==> config.mk <==
export PLATFORM = sky130hd
export DESIGN_NAME = motor_feedback_qdec
export DESIGN_NICKNAME = d
export VERILOG_FILES = /design/src/rtl/motor_fb_pkg.sv /design/src/rtl/qdec_glitch_filter.sv /design/src/rtl/motor_feedback_qdec.sv
export SDC_FILE = /design/constraint.sdc
export NUM_CORES = 1
export LEC_CHECK = 0
export ABC_AREA = 1
export CORE_ASPECT_RATIO = 1.2
export CORE_MARGIN = 2
export CORE_UTILIZATION = 45
export DETAILED_ROUTE_END_ITERATION = 8
export PLACE_DENSITY = 0.64
export SLEW_MARGIN = 10
export SYNTH_ARGS = -nofsm -noshare
export SYNTH_HDL_FRONTEND = slang
export SYNTH_SLANG_ARGS = --single-unit
export TNS_END_PERCENT = 50
==> constraint.sdc <==
create_clock -name clk -period 3.3 [get_ports clk]
set_clock_uncertainty 0.05 [all_clocks]
set_input_delay 0.99 -clock clk [delete_from_list [all_inputs] [get_ports clk]]
set_output_delay 0.99 -clock clk [all_outputs]
set_load 0.05 [all_outputs]
==> src/rtl/motor_fb_pkg.sv <==
// Shared quadrature-encoder encodings and widths for the motor feedback and command paths.
package motor_fb_pkg;

  localparam logic [1:0] S00 = 2'b00;
  localparam logic [1:0] S01 = 2'b01;
  localparam logic [1:0] S11 = 2'b11;
  localparam logic [1:0] S10 = 2'b10;

  // Two's complement 2-bit step so it sign-extends directly into the accumulator
  localparam logic [1:0] DELTA_ZERO = 2'b00;
  localparam logic [1:0] DELTA_POS  = 2'b01;
  localparam logic [1:0] DELTA_NEG  = 2'b11;

  localparam int ERR_CNT_W = 8;
  localparam int FB_W      = 32;

  function automatic logic [1:0] qdec_delta(input logic [1:0] prev, input logic [1:0] cur);
    logic [1:0] d;
    d = DELTA_ZERO;
    case ({prev, cur})
      {S00, S10}, {S10, S11}, {S11, S01}, {S01, S00}: d = DELTA_POS;
      {S00, S01}, {S01, S11}, {S11, S10}, {S10, S00}: d = DELTA_NEG;
      default: d = DELTA_ZERO;
    endcase
    return d;
  endfunction

  function automatic logic qdec_illegal(input logic [1:0] prev, input logic [1:0] cur);
    return (prev ^ cur) == 2'b11;
  endfunction

endpackage

==> src/rtl/qdec_glitch_filter.sv <==
// Two-flop synchroniser followed by a stability filter: the output follows the synchronised
// input only once it has differed from the output for FILT_LEN consecutive samples.
module qdec_glitch_filter #(
  parameter int FILT_LEN = 4
) (
  input  logic clk,
  input  logic rst_n,
  input  logic din,
  output logic dout
);

  logic       sync_p0;
  logic       sync_p1;
  logic [3:0] cnt;

  always_ff @(posedge clk or negedge rst_n) begin
    if (!rst_n) begin
      sync_p0 <= 1'b0;
      sync_p1 <= 1'b0;
      cnt     <= '0;
      dout    <= 1'b0;
    end else begin
      sync_p0 <= din;
      sync_p1 <= sync_p0;
      if (sync_p1 == dout) begin
        cnt <= '0;
      end else if (cnt == 4'(FILT_LEN - 1)) begin
        dout <= sync_p1;
        cnt  <= '0;
      end else begin
        cnt <= cnt + 1'b1;
      end
    end
  end

endmodule

==> src/rtl/motor_feedback_qdec.sv <==
// x4 quadrature decoder producing a clamped signed edge count per sample window,
// plus a saturating count of illegal A/B transitions.
module motor_feedback_qdec
  import motor_fb_pkg::*;
#(
  parameter int PERIOD_CYCLES = 50000,
  parameter int FILT_LEN      = 4,
  parameter int CNT_W         = 16
) (
  input  logic                        clk,
  input  logic                        rst_n,
  input  logic                        enable,
  input  logic                        enc_a,
  input  logic                        enc_b,
  input  logic                        err_clr,
  output logic signed [FB_W-1:0]      feedback,
  output logic                        fb_valid,
  output logic                        dir_meas,
  output logic [ERR_CNT_W-1:0]        err_cnt
);

  localparam int WIN_W = (PERIOD_CYCLES > 2) ? $clog2(PERIOD_CYCLES) : 1;
  localparam int LIM_I = (1 << (CNT_W - 1)) - 1;
  localparam logic signed [CNT_W:0] LIM_HI = (CNT_W + 1)'(LIM_I);
  localparam logic signed [CNT_W:0] LIM_LO = (CNT_W + 1)'(-LIM_I);

  function automatic logic signed [CNT_W-1:0] clamp_acc(input logic signed [CNT_W:0] sum);
    if (sum > LIM_HI) return LIM_HI[CNT_W-1:0];
    if (sum < LIM_LO) return LIM_LO[CNT_W-1:0];
    return sum[CNT_W-1:0];
  endfunction

  logic                     filt_a;
  logic                     filt_b;
  logic [1:0]               cur;
  logic [1:0]               prev;
  logic                     primed;
  logic [1:0]               dcode;
  logic                     illegal;
  logic signed [CNT_W-1:0]  acc;
  logic signed [CNT_W:0]    sum;
  logic signed [CNT_W-1:0]  acc_next;
  logic [WIN_W-1:0]         win;
  logic                     terminal;

  qdec_glitch_filter #(.FILT_LEN(FILT_LEN)) u_filt_a (
    .clk  (clk),
    .rst_n(rst_n),
    .din  (enc_a),
    .dout (filt_a)
  );

  qdec_glitch_filter #(.FILT_LEN(FILT_LEN)) u_filt_b (
    .clk  (clk),
    .rst_n(rst_n),
    .din  (enc_b),
    .dout (filt_b)
  );

  // Decode stage: nothing counts until prev has been loaded by a priming cycle
  always_comb begin
    cur     = {filt_a, filt_b};
    dcode   = DELTA_ZERO;
    illegal = 1'b0;
    if (enable && primed) begin
      dcode   = qdec_delta(prev, cur);
      illegal = qdec_illegal(prev, cur);
    end
    sum      = signed'({acc[CNT_W-1], acc}) + signed'({{(CNT_W - 1){dcode[1]}}, dcode});
    acc_next = clamp_acc(sum);
    terminal = (win == WIN_W'(PERIOD_CYCLES - 1));
  end

  // Accumulate / window stage: the terminal cycle's own edge closes into the reported window
  always_ff @(posedge clk or negedge rst_n) begin
    if (!rst_n) begin
      prev     <= S00;
      primed   <= 1'b0;
      acc      <= '0;
      win      <= '0;
      feedback <= '0;
      fb_valid <= 1'b0;
    end else if (enable) begin
      prev     <= cur;
      primed   <= 1'b1;
      fb_valid <= terminal;
      if (terminal) begin
        feedback <= {{(FB_W - CNT_W){acc_next[CNT_W-1]}}, acc_next};
        acc      <= '0;
        win      <= '0;
      end else begin
        acc <= acc_next;
        win <= win + 1'b1;
      end
    end else begin
      primed   <= 1'b0;
      acc      <= '0;
      win      <= '0;
      fb_valid <= 1'b0;
    end
  end

  always_ff @(posedge clk or negedge rst_n) begin
    if (!rst_n) begin
      err_cnt <= '0;
    end else if (err_clr) begin
      err_cnt <= ERR_CNT_W'(illegal);
    end else if (illegal && (err_cnt != '1)) begin
      err_cnt <= err_cnt + 1'b1;
    end
  end

  assign dir_meas = feedback[FB_W-1];

endmodule

==> results.json, run 1 <==
{
  "status": "complete, no violations",
  "grt_pass1_vias": 3813,
  "fin_area_mm2": 0.00575,
  "crit_slowest_cell": "ha_2",
  "yosysUniqueCellTypes": 41,
  "syn_area_per_cell_um2": 7.73,
  "ir_worst_vdd_uv": 370,
  "cts_buffers": 9,
  "placement.io_buffers": 47,
  "drtIter0Drc": 230,
  "async_flop_share": 1.00,
  "cp_max_fo": 7,
  "synthMuxAreaShare": 0,
  "cts_hold_buf": 0,
  "power_leakage_uw": 0.00279,
  "diodes": 0,
  "die_h_um": 111,
  "synth_top_family_by_area": "simple AND/OR/NAND/NOR gates",
  "dieArea_mm2": 0.0104,
  "antenna_left": 0,
  "yosysWarnings": 0,
  "synth-xor-area-share": 0.0340,
  "synth_top_area_share": 0.430,
  "slew_headroom": 0.387,
  "routed-via-count": 3977,
  "tightest_slew_ps": 919,
  "start_util": 0.457,
  "synthesis.area_mm2": 0.00431,
  "avgRoutedWirePerCell_um": 13.3,
  "clock_latency_ps": 330,
  "r2r_start": "u_filt_a.dout",
  "place_area_mm2": 0.00522,
  "synth_fp_nets": 573,
  "cts_max_level": 3,
  "drv_slew": 0,
  "setup_viol": 0,
  "nets": 674,
  "antenna_found_initial": 0,
  "grt_max_degree": 75,
  "fin_crit_sh": 0.952,
  "hold_violations": 0,
  "rows": 39,
  "syn_to_final_growth_pct": 33.6,
  "ys_seq_area_frac": 0.430,
  "cts_root_buf": "clkbuf_16",
  "startpoint_type": "input pin",
  "cp-startpoint": "enable",
  "ys_seq_elements": 74,
  "postSynth.topFlopCell": "dfrtp_1",
  "grtUsageTotal": 0.212,
  "finalWirelength_um": 10500,
  "cts_sinks": 74,
  "ys_top_cells_by_area": "dfrtp_1 43%, nand2_1 15%, nor2_1 4.8%, inv_1 4.7%, nand3_1 4.3%",
  "final_cells": 785,
  "synthSimpleGateAreaFrac": 0.312,
  "synth_edf_count": 0,
  "die_x_um": 93.3,
  "synthCells": 557,
  "hold_start": "u_filt_a.sync_p0",
  "final_common_cell": "nand2_1",
  "dp_cells": 763,
  "place.gp.congestion": 0.874,
  "path_cells": "clkdlybuf4s15_2 -> nand2_4 -> inv_8 -> o21ai_2 -> a21oi_2 -> ha_2 -> buf_4 -> nand3_2 -> o21ai_2 -> nand2_1 -> nand2_2 -> nand2_2 -> nand2_1 -> nand2_1 -> nand2_2 -> xnor2_4 -> nand2_4 -> nand2_4 -> nand3b_1 -> nor2b_1",
  "path_class": "in -> reg",
  "rsz0062_at_grt": "yes",
  "grt_pass1_wl_um": 17600,
  "critPathMaxStageDelay_ps": 220,
  "fmaxAchievable_mhz": 318,
  "synth_largest_area_cell": "dfrtp_1",
  "post-dp-hpwl_um": 7400,
  "ioPinCount": 48,
  "dr.pass1.iters": 4,
  "drive_above_1_share": 0.242,
  "cts.clk_slew.worst_paths_ps": 60,
  "route.detailed.vias_per_inst": 5.07,
  "clockBufferDepth": 2,
  "power_density_mw_per_mm2": 773,
  "timing.critical_path.buf_inv": 3,
  "p_total_uw": 4450,
  "drc": 0,
  "core_area_mm2": 0.00942,
  "hold_class": "reg -> reg",
  "synth_compound_area_frac": 0.0898,
  "final_cell_mix": "147 x nand2_1, 74 x dfrtp_1, 69 x buf_4, 51 x nor2_1, 49 x inv_1",
  "fin_crit_ps": 3140,
  "critPathRequiredTime_ps": 3470,
  "endpoint_kind": "register",
  "grt-ovfl-total": 0,
  "crit_family": "simple AND/OR/NAND/NOR gates",
  "synthAdderAreaFrac": 0.0291,
  "cts_tree": "done",
  "crit_arrival_ps": 3310,
  "drv_cap": 0
}
## stage by stage
stage / setup slack, ps / setup TNS [ps] / hold WS (ps) / util
floorplan: 14.3 / 0 / 281 / -
global placement: -589 / -16240 / 284 / 0.554
detailed placement: -628 / -17570 / 287 / 0.554
CTS: 10.9 / 0 / 300 / 0.595
global route: -43.2 / -233 / 304 / 0.611
finish: 160 / 0 / 299 / 0.611
## repair_timing
item / 4_1_cts / 5_1_grt
setup buffers: 1 / 5
pin swaps: 13 / 20
gates cloned: 1 / 0
endpoints found under the setup margin: 30 / 30
gates resized for setup: 27 / 34
## cell type report
type / count / area, um2
fillers: 795 / 3670
multi-input cells: 394 / 2230
flip-flops and latches: 74 / 1850
repair buffers: 117 / 1000
clock buffers: 12 / 256
inverters: 62 / 240
well taps: 123 / 154
clock inverters: 3 / 15.0
## final timing paths
check | to | slack (ps) | cells past startpoint
worst max-delay path | acc[0] | 160 | 20
worst min-delay path | u_filt_a.sync_p1 | 300 | 0
worst max register to register | acc[0] | 210 | 20
worst min register to register | u_filt_a.sync_p1 | 300 | 0
max in group asynchronous | err_cnt[4] | 1850 | 1
min in group asynchronous | u_filt_b.cnt[0] | 730 | 1
## registers in the layout, summed over array words and instances, names as in the netlist
register	cells
acc	16
err_cnt	8
fb_valid	1
feedback	16
prev	2
primed	1
u_filt_a.cnt	4
u_filt_a.dout	1
u_filt_a.sync_p0	1
u_filt_a.sync_p1	1
u_filt_b.cnt	4
u_filt_b.dout	1
u_filt_b.sync_p0	1
u_filt_b.sync_p1	1
win	16
## cells in the mapped netlist, types with 5 or more instances
master    count
nand2_1     169
dfrtp_1      74
nor2_1       55
inv_1        54
nand3_1      37
a21oi_1      19
buf_4        18
o41ai_1      12
ha_1         10
nand2_2       9
o21ai_0       9
o21ai_1       9
nor3_1        8
xnor2_1       8
nor3b_1       6
clkbuf_1      5
inv_2         5
nand3b_1      5
xor2_1        5
## cell families after synthesis
| kind of cell | after synthesis |
|---|---|
| XOR/XNOR | 15 |
| flip-flops | 74 |
| buffers and inverters | 90 |
| adder cells (fa/ha/maj) | 10 |
| AO/OA/AOI/OAI | 61 |
| AND/OR/NAND/NOR | 307 |
## power by group
| group | internal (uW) | leakage [uW] | switching (uW) |
|---|---|---|---|
| clock | 541 | 0.000138 | 352 |
| sequential | 1050 | 0.000973 | 192 |
| combinational | 1050 | 0.00168 | 1260 |
| total | 2640 | 0.00279 | 1800 |
## routing by layer
layer  up-vias  GRT usage  wire (um)
li1       1986          -          -
met1      1883      0.268       4530
met2        88      0.359       5330
met3        20     0.0313        365
met4         0     0.0873        250
met5         -          0          0
No activity file was read; power rests on OpenSTA's default activity.
==> run 2: changes to the inputs <==
--- a/config.mk
+++ b/config.mk
@@ -8,9 +8,10 @@
 export ABC_AREA = 1
 export CORE_ASPECT_RATIO = 1.2
 export CORE_MARGIN = 2
-export CORE_UTILIZATION = 45
+export CORE_UTILIZATION = 50
 export DETAILED_ROUTE_END_ITERATION = 8
-export PLACE_DENSITY = 0.64
+export PLACE_DENSITY = 0.7
+export SKIP_CTS_REPAIR_TIMING = 1
 export SLEW_MARGIN = 10
 export SYNTH_ARGS = -nofsm -noshare
 export SYNTH_HDL_FRONTEND = slang
==> results.json, run 2 (synthesized netlist as in run 1, its figures left out) <==
{
  "cp_common_cell": "nor2_1",
  "drv_slew": 0,
  "timing.critical_path.buf_inv": 2,
  "clock_latency_ps": 350,
  "die_h_um": 106,
  "startpoint_type": "input pin",
  "p_comb_frac": 0.540,
  "finalWirelength_um": 10500,
  "setup_tns_ps": 0,
  "intPower_uw": 2550,
  "core_area_mm2": 0.00847,
  "status": "complete, no violations",
  "fin_crit_sh": 0.954,
  "crit_slowest_cell": "ha_2",
  "antenna_left": 0,
  "critPathRequiredTime_ps": 3460,
  "crit_arrival_ps": 3310,
  "hold_violations": 0,
  "diodes": 0,
  "ioPinCount": 48,
  "cts_buffers": 9,
  "cts_max_level": 3,
  "switching_share": 0.414,
  "path_class": "in -> reg",
  "grt_pass1_vias": 3851,
  "post-dp-hpwl_um": 7420,
  "power_density_mw_per_mm2": 760,
  "drc": 0,
  "pwr-share-clk": 0.177,
  "multi_input_comb_area_mm2": 0.00223,
  "start_util": 0.508,
  "crit_family": "simple AND/OR/NAND/NOR gates",
  "tightest_slew_ps": 747,
  "fmaxAchievable_mhz": 318,
  "placement.io_buffers": 47,
  "hold_class": "reg -> reg",
  "syn_to_final_growth_pct": 33.3,
  "grt-ovfl-total": 0,
  "final_common_cell": "nand2_1",
  "cp_max_fo": 8,
  "routed-via-count": 3946,
  "path_cells": "clkbuf_2 -> nand2_2 -> inv_8 -> o21ai_2 -> a21oi_2 -> ha_2 -> ha_2 -> or2_2 -> nor2_1 -> nand3_1 -> nor2_1 -> nand3_1 -> nor2_1 -> nand3_2 -> nand2_4 -> nand2_8 -> nand2_1 -> o21ai_1",
  "ir_worst_vdd_uv": 523,
  "grtUsageTotal": 0.234,
  "reg_top3": "acc x16, feedback x16, win x16",
  "grt_pass1_wl_um": 17500,
  "drtIter0Drc": 210,
  "dieArea_mm2": 0.00937,
  "p_switching_uw": 1810,
  "nets": 678,
  "drive_above_1_share": 0.232,
  "die_x_um": 88.7,
  "dr.pass1.iters": 4,
  "final_cell_mix": "154 x nand2_1, 74 x dfrtp_1, 70 x buf_4, 53 x nor2_1, 50 x inv_1",
  "cts_tree": "done",
  "endpoint_kind": "register",
  "p_total_uw": 4360,
  "grt_max_degree": 75,
  "slew_headroom": 0.495,
  "setup_viol": 0,
  "cts_root_buf": "clkbuf_8",
  "critPathMaxStageDelay_ps": 300,
  "power_leakage_uw": 0.00279,
  "cts_sinks": 74,
  "place.gp.congestion": 0.878,
  "ff_latch_area_mm2": 0.00185,
  "route.detailed.vias_per_inst": 5.03,
  "cts.clk_slew.worst_paths_ps": 80,
  "rows": 37,
  "fillers": 690,
  "antenna_found_initial": 0,
  "clockBufferDepth": 2,
  "fin_crit_ps": 3150,
  "drv_cap": 0,
  "worst_hold_slack_ps": 308,
  "seqPwrFrac": 0.283,
  "avgRoutedWirePerCell_um": 13.4
}
## run 2: changes by cell type in the layout (fill, tap and decap cells not counted), sizes merged
| cell | delta |
|---|---|
| clkinvlp | +2 |
| clkinv | +1 |
| buf | +4 |
| inv | -1 |
| clkbuf | -2 |
| clkdlybuf4s15 | -1 |
| bufinv | +2 |
## run 2: cell type report
type / count / share of cell area
clock buffers: 9 / 0.0216
clock inverters: 7 / 0.0164
inverters: 62 / 0.0421
multi-input cells: 394 / 0.389
flip-flops and latches: 74 / 0.323
well taps: 117 / 0.0255
repair buffers: 121 / 0.183
## run 2: path summary, 6_finish.rpt
check                                       from          endpoint  slack [ps]  cells past startpoint
worst max-delay path                      enable      feedback[11]         150                     18
worst min register to register  u_filt_a.sync_p0  u_filt_a.sync_p1         310                      0
max in group asynchronous                  rst_n        err_cnt[1]        2280                      2
worst min-delay path            u_filt_a.sync_p0  u_filt_a.sync_p1         310                      0
min in group asynchronous                  rst_n  u_filt_b.sync_p0         610                      2
worst max register to register     u_filt_a.dout      feedback[11]         150                     18
## run 2: worst register-to-register path, delay by kind of cell, from the launching register on
kind	cells	cell delay (ps)
DFF	1	410
and+or+nand+nor	10	1220
xor gates and xnor gates	1	160
AOI/OAI and AO/OA	3	280
buffers and inverters	1	130
adders and majority gates	3	750
## run 2: routing by layer
metal  up-vias  routed length [um]  share of wire  track usage
met5         -                   0              0            0
met4         0                 128          0.012       0.0703
met3        15                 361          0.034       0.0439
met2        68                5440           0.52        0.385
met1      1867                4610           0.44        0.310
li1       1996                   -              -            -
## run 2: per-stage QoR
| step | cells | worst slack [ps] | utilization | area, um2 |
|---|---|---|---|---|
| after floorplan | 557 | 14.3 | - | 4320 |
| after global placement | 760 | -603 | 0.620 | 5250 |
| after detailed placement | 760 | -623 | 0.620 | 5250 |
| after CTS | 776 | -327 | 0.646 | 5470 |
| after global routing | 784 | -45.7 | 0.677 | 5740 |
| final | 784 | 153 | 0.677 | 5740 |
## run 2: power groups by stage
stage / clock [uW] / combinational [uW] / sequential [uW]
floorplan: 0 / 1180 / 1240
global placement: 0 / 1970 / 1230
detailed placement: 0 / 1990 / 1240
CTS: 782 / 2020 / 1220
global route: 824 / 2590 / 1260
finish: 770 / 2360 / 1230
==> run 3: changes to the inputs <==
--- a/config.mk
+++ b/config.mk
@@ -7,10 +7,10 @@
 export LEC_CHECK = 0
 export ABC_AREA = 1
 export CORE_ASPECT_RATIO = 1.2
-export CORE_MARGIN = 2
+export CORE_MARGIN = 4
 export CORE_UTILIZATION = 50
 export DETAILED_ROUTE_END_ITERATION = 8
-export PLACE_DENSITY = 0.7
+export PLACE_DENSITY = 0.72
 export SKIP_CTS_REPAIR_TIMING = 1
 export SLEW_MARGIN = 10
 export SYNTH_ARGS = -nofsm -noshare
==> results.json, run 3 (synthesized netlist as in run 1, its figures left out) <==
{
  "syn_to_final_growth_pct": 30.3,
  "route.detailed.vias_per_inst": 5.09,
  "final_cell_mix": "155 x nand2_1, 74 x dfrtp_1, 64 x buf_4, 54 x nor2_1, 51 x inv_1",
  "dr.pass1.iters": 4,
  "core_area_mm2": 0.00824,
  "slew_headroom": 0.490,
  "grt.met1_usage": 0.253,
  "drv_slew": 0,
  "grt_max_degree": 75,
  "place.gp.congestion": 0.921,
  "power_leakage_uw": 0.00274,
  "status": "complete, no violations",
  "cts_max_level": 3,
  "grt_pass1_wl_um": 17100,
  "ioPinCount": 48,
  "nets": 673,
  "drive_above_1_share": 0.213,
  "clockBufferDepth": 2,
  "diodes": 0,
  "p_total_uw": 4180,
  "cts.clk_slew.worst_paths_ps": 80,
  "fin_crit_sh": 0.963,
  "ir_worst_vdd_uv": 494,
  "cts_sinks": 74,
  "critPathRequiredTime_ps": 3500,
  "reg_top3": "acc x16, feedback x16, win x16",
  "finalWirelength_um": 10500,
  "die_x_um": 92.7,
  "grt-ovfl-total": 0,
  "antenna_found_initial": 0,
  "globalRouteMet2Util": 0.371,
  "fin_crit_ps": 3180,
  "hold_class": "reg -> reg",
  "cts_buffers": 9,
  "placement.io_buffers": 47,
  "endpoint_kind": "register",
  "avgRoutedWirePerCell_um": 13.6,
  "die_h_um": 110,
  "drtIter0Drc": 187,
  "met3_usage": 0.0513,
  "antenna_left": 0,
  "setup_viol": 0,
  "crit_arrival_ps": 3380,
  "top_usage_layer": "met2",
  "fmaxAchievable_mhz": 315,
  "drc": 0,
  "cp_max_fo": 8,
  "dieArea_mm2": 0.0102,
  "start_util": 0.522,
  "drv_cap": 0,
  "tightest_slew_ps": 756,
  "grtUsageTotal": 0.212,
  "routed-via-count": 3942,
  "final_common_cell": "nand2_1",
  "startpoint_type": "register",
  "grt_pass1_vias": 3845,
  "cts_tree": "done",
  "worst_hold_slack_ps": 324,
  "clock_latency_ps": 350,
  "power_density_mw_per_mm2": 745,
  "post-dp-hpwl_um": 7550,
  "hold_violations": 0,
  "rows": 36,
  "path_class": "reg -> reg",
  "cts_root_buf": "clkbuf_8"
}
==> run 3: stage by stage <==
step / instances / setup TNS, ps / setup slack, ps / cell area [um2] / utilization
6_report: 775 / 0 / 122 / 5610 / 0.681
5_1_grt: 775 / -1380 / -121 / 5610 / 0.681
4_1_cts: 766 / -5720 / -252 / 5410 / 0.656
3_3_place_gp: 751 / -16500 / -592 / 5200 / 0.631
2_1_floorplan: 557 / 0 / 14.3 / 4320 / -
3_5_place_dp: 751 / -17680 / -625 / 5200 / 0.631
==> run 3: worst max-delay path: stages, from the launching register on <==
cell     delay [ps]
dfrtp_1         400
inv_2           130
ha_4            230
xnor2_2         140
o21ai_2         120
a21oi_1          60
ha_2            230
ha_4            160
inv_1            60
nand2_2          80
nand3_2          90
nand2_2          70
nand2_2         100
nand2_2          70
nand2_2         110
nand2_1          50
nor2_1          100
nand3_1         100
nor2_1          130
nand3_1         120
nand2_4         140
nand2_8         110
nand2_1         100
nand2_1          50
nand2_1          50
nand2_1          40
==> run 3: layer usage <==
metal,up-vias,part of all wire
li1,1986,-
met5,-,0
met4,0,0.027
met3,26,0.040
met2,79,0.52
met1,1851,0.42
==> run 3: worst paths after layout <==
| path | startpoint | end | slack, ps | cells past startpoint |
|---|---|---|---|---|
| worst max-delay path | u_filt_a.dout | feedback[2] | 120 | 25 |
| worst min-delay path | u_filt_b.sync_p0 | u_filt_b.sync_p1 | 320 | 0 |
| worst max register to register | u_filt_a.dout | feedback[2] | 120 | 25 |
| worst min register to register | u_filt_b.sync_p0 | u_filt_b.sync_p1 | 320 | 0 |
| max in group asynchronous | rst_n | err_cnt[6] | 2260 | 2 |
| min in group asynchronous | rst_n | u_filt_b.cnt[1] | 580 | 2 |
==> run 3: power by group <==
part           switching, uW  internal, uW
Combinational           1220          1010
Clock                    320           406
Sequential               177          1050
Total                   1710          2470
==> run 3: cell type report <==
class / instances / area (um2)
timing repair buffer: 116 / 1010
clock inverter: 2 / 35.0
sequential: 74 / 1850
tap: 114 / 143
clock buffer: 13 / 169
inverter: 62 / 243
fill: 679 / 2630
multi-input combinational: 394 / 2160
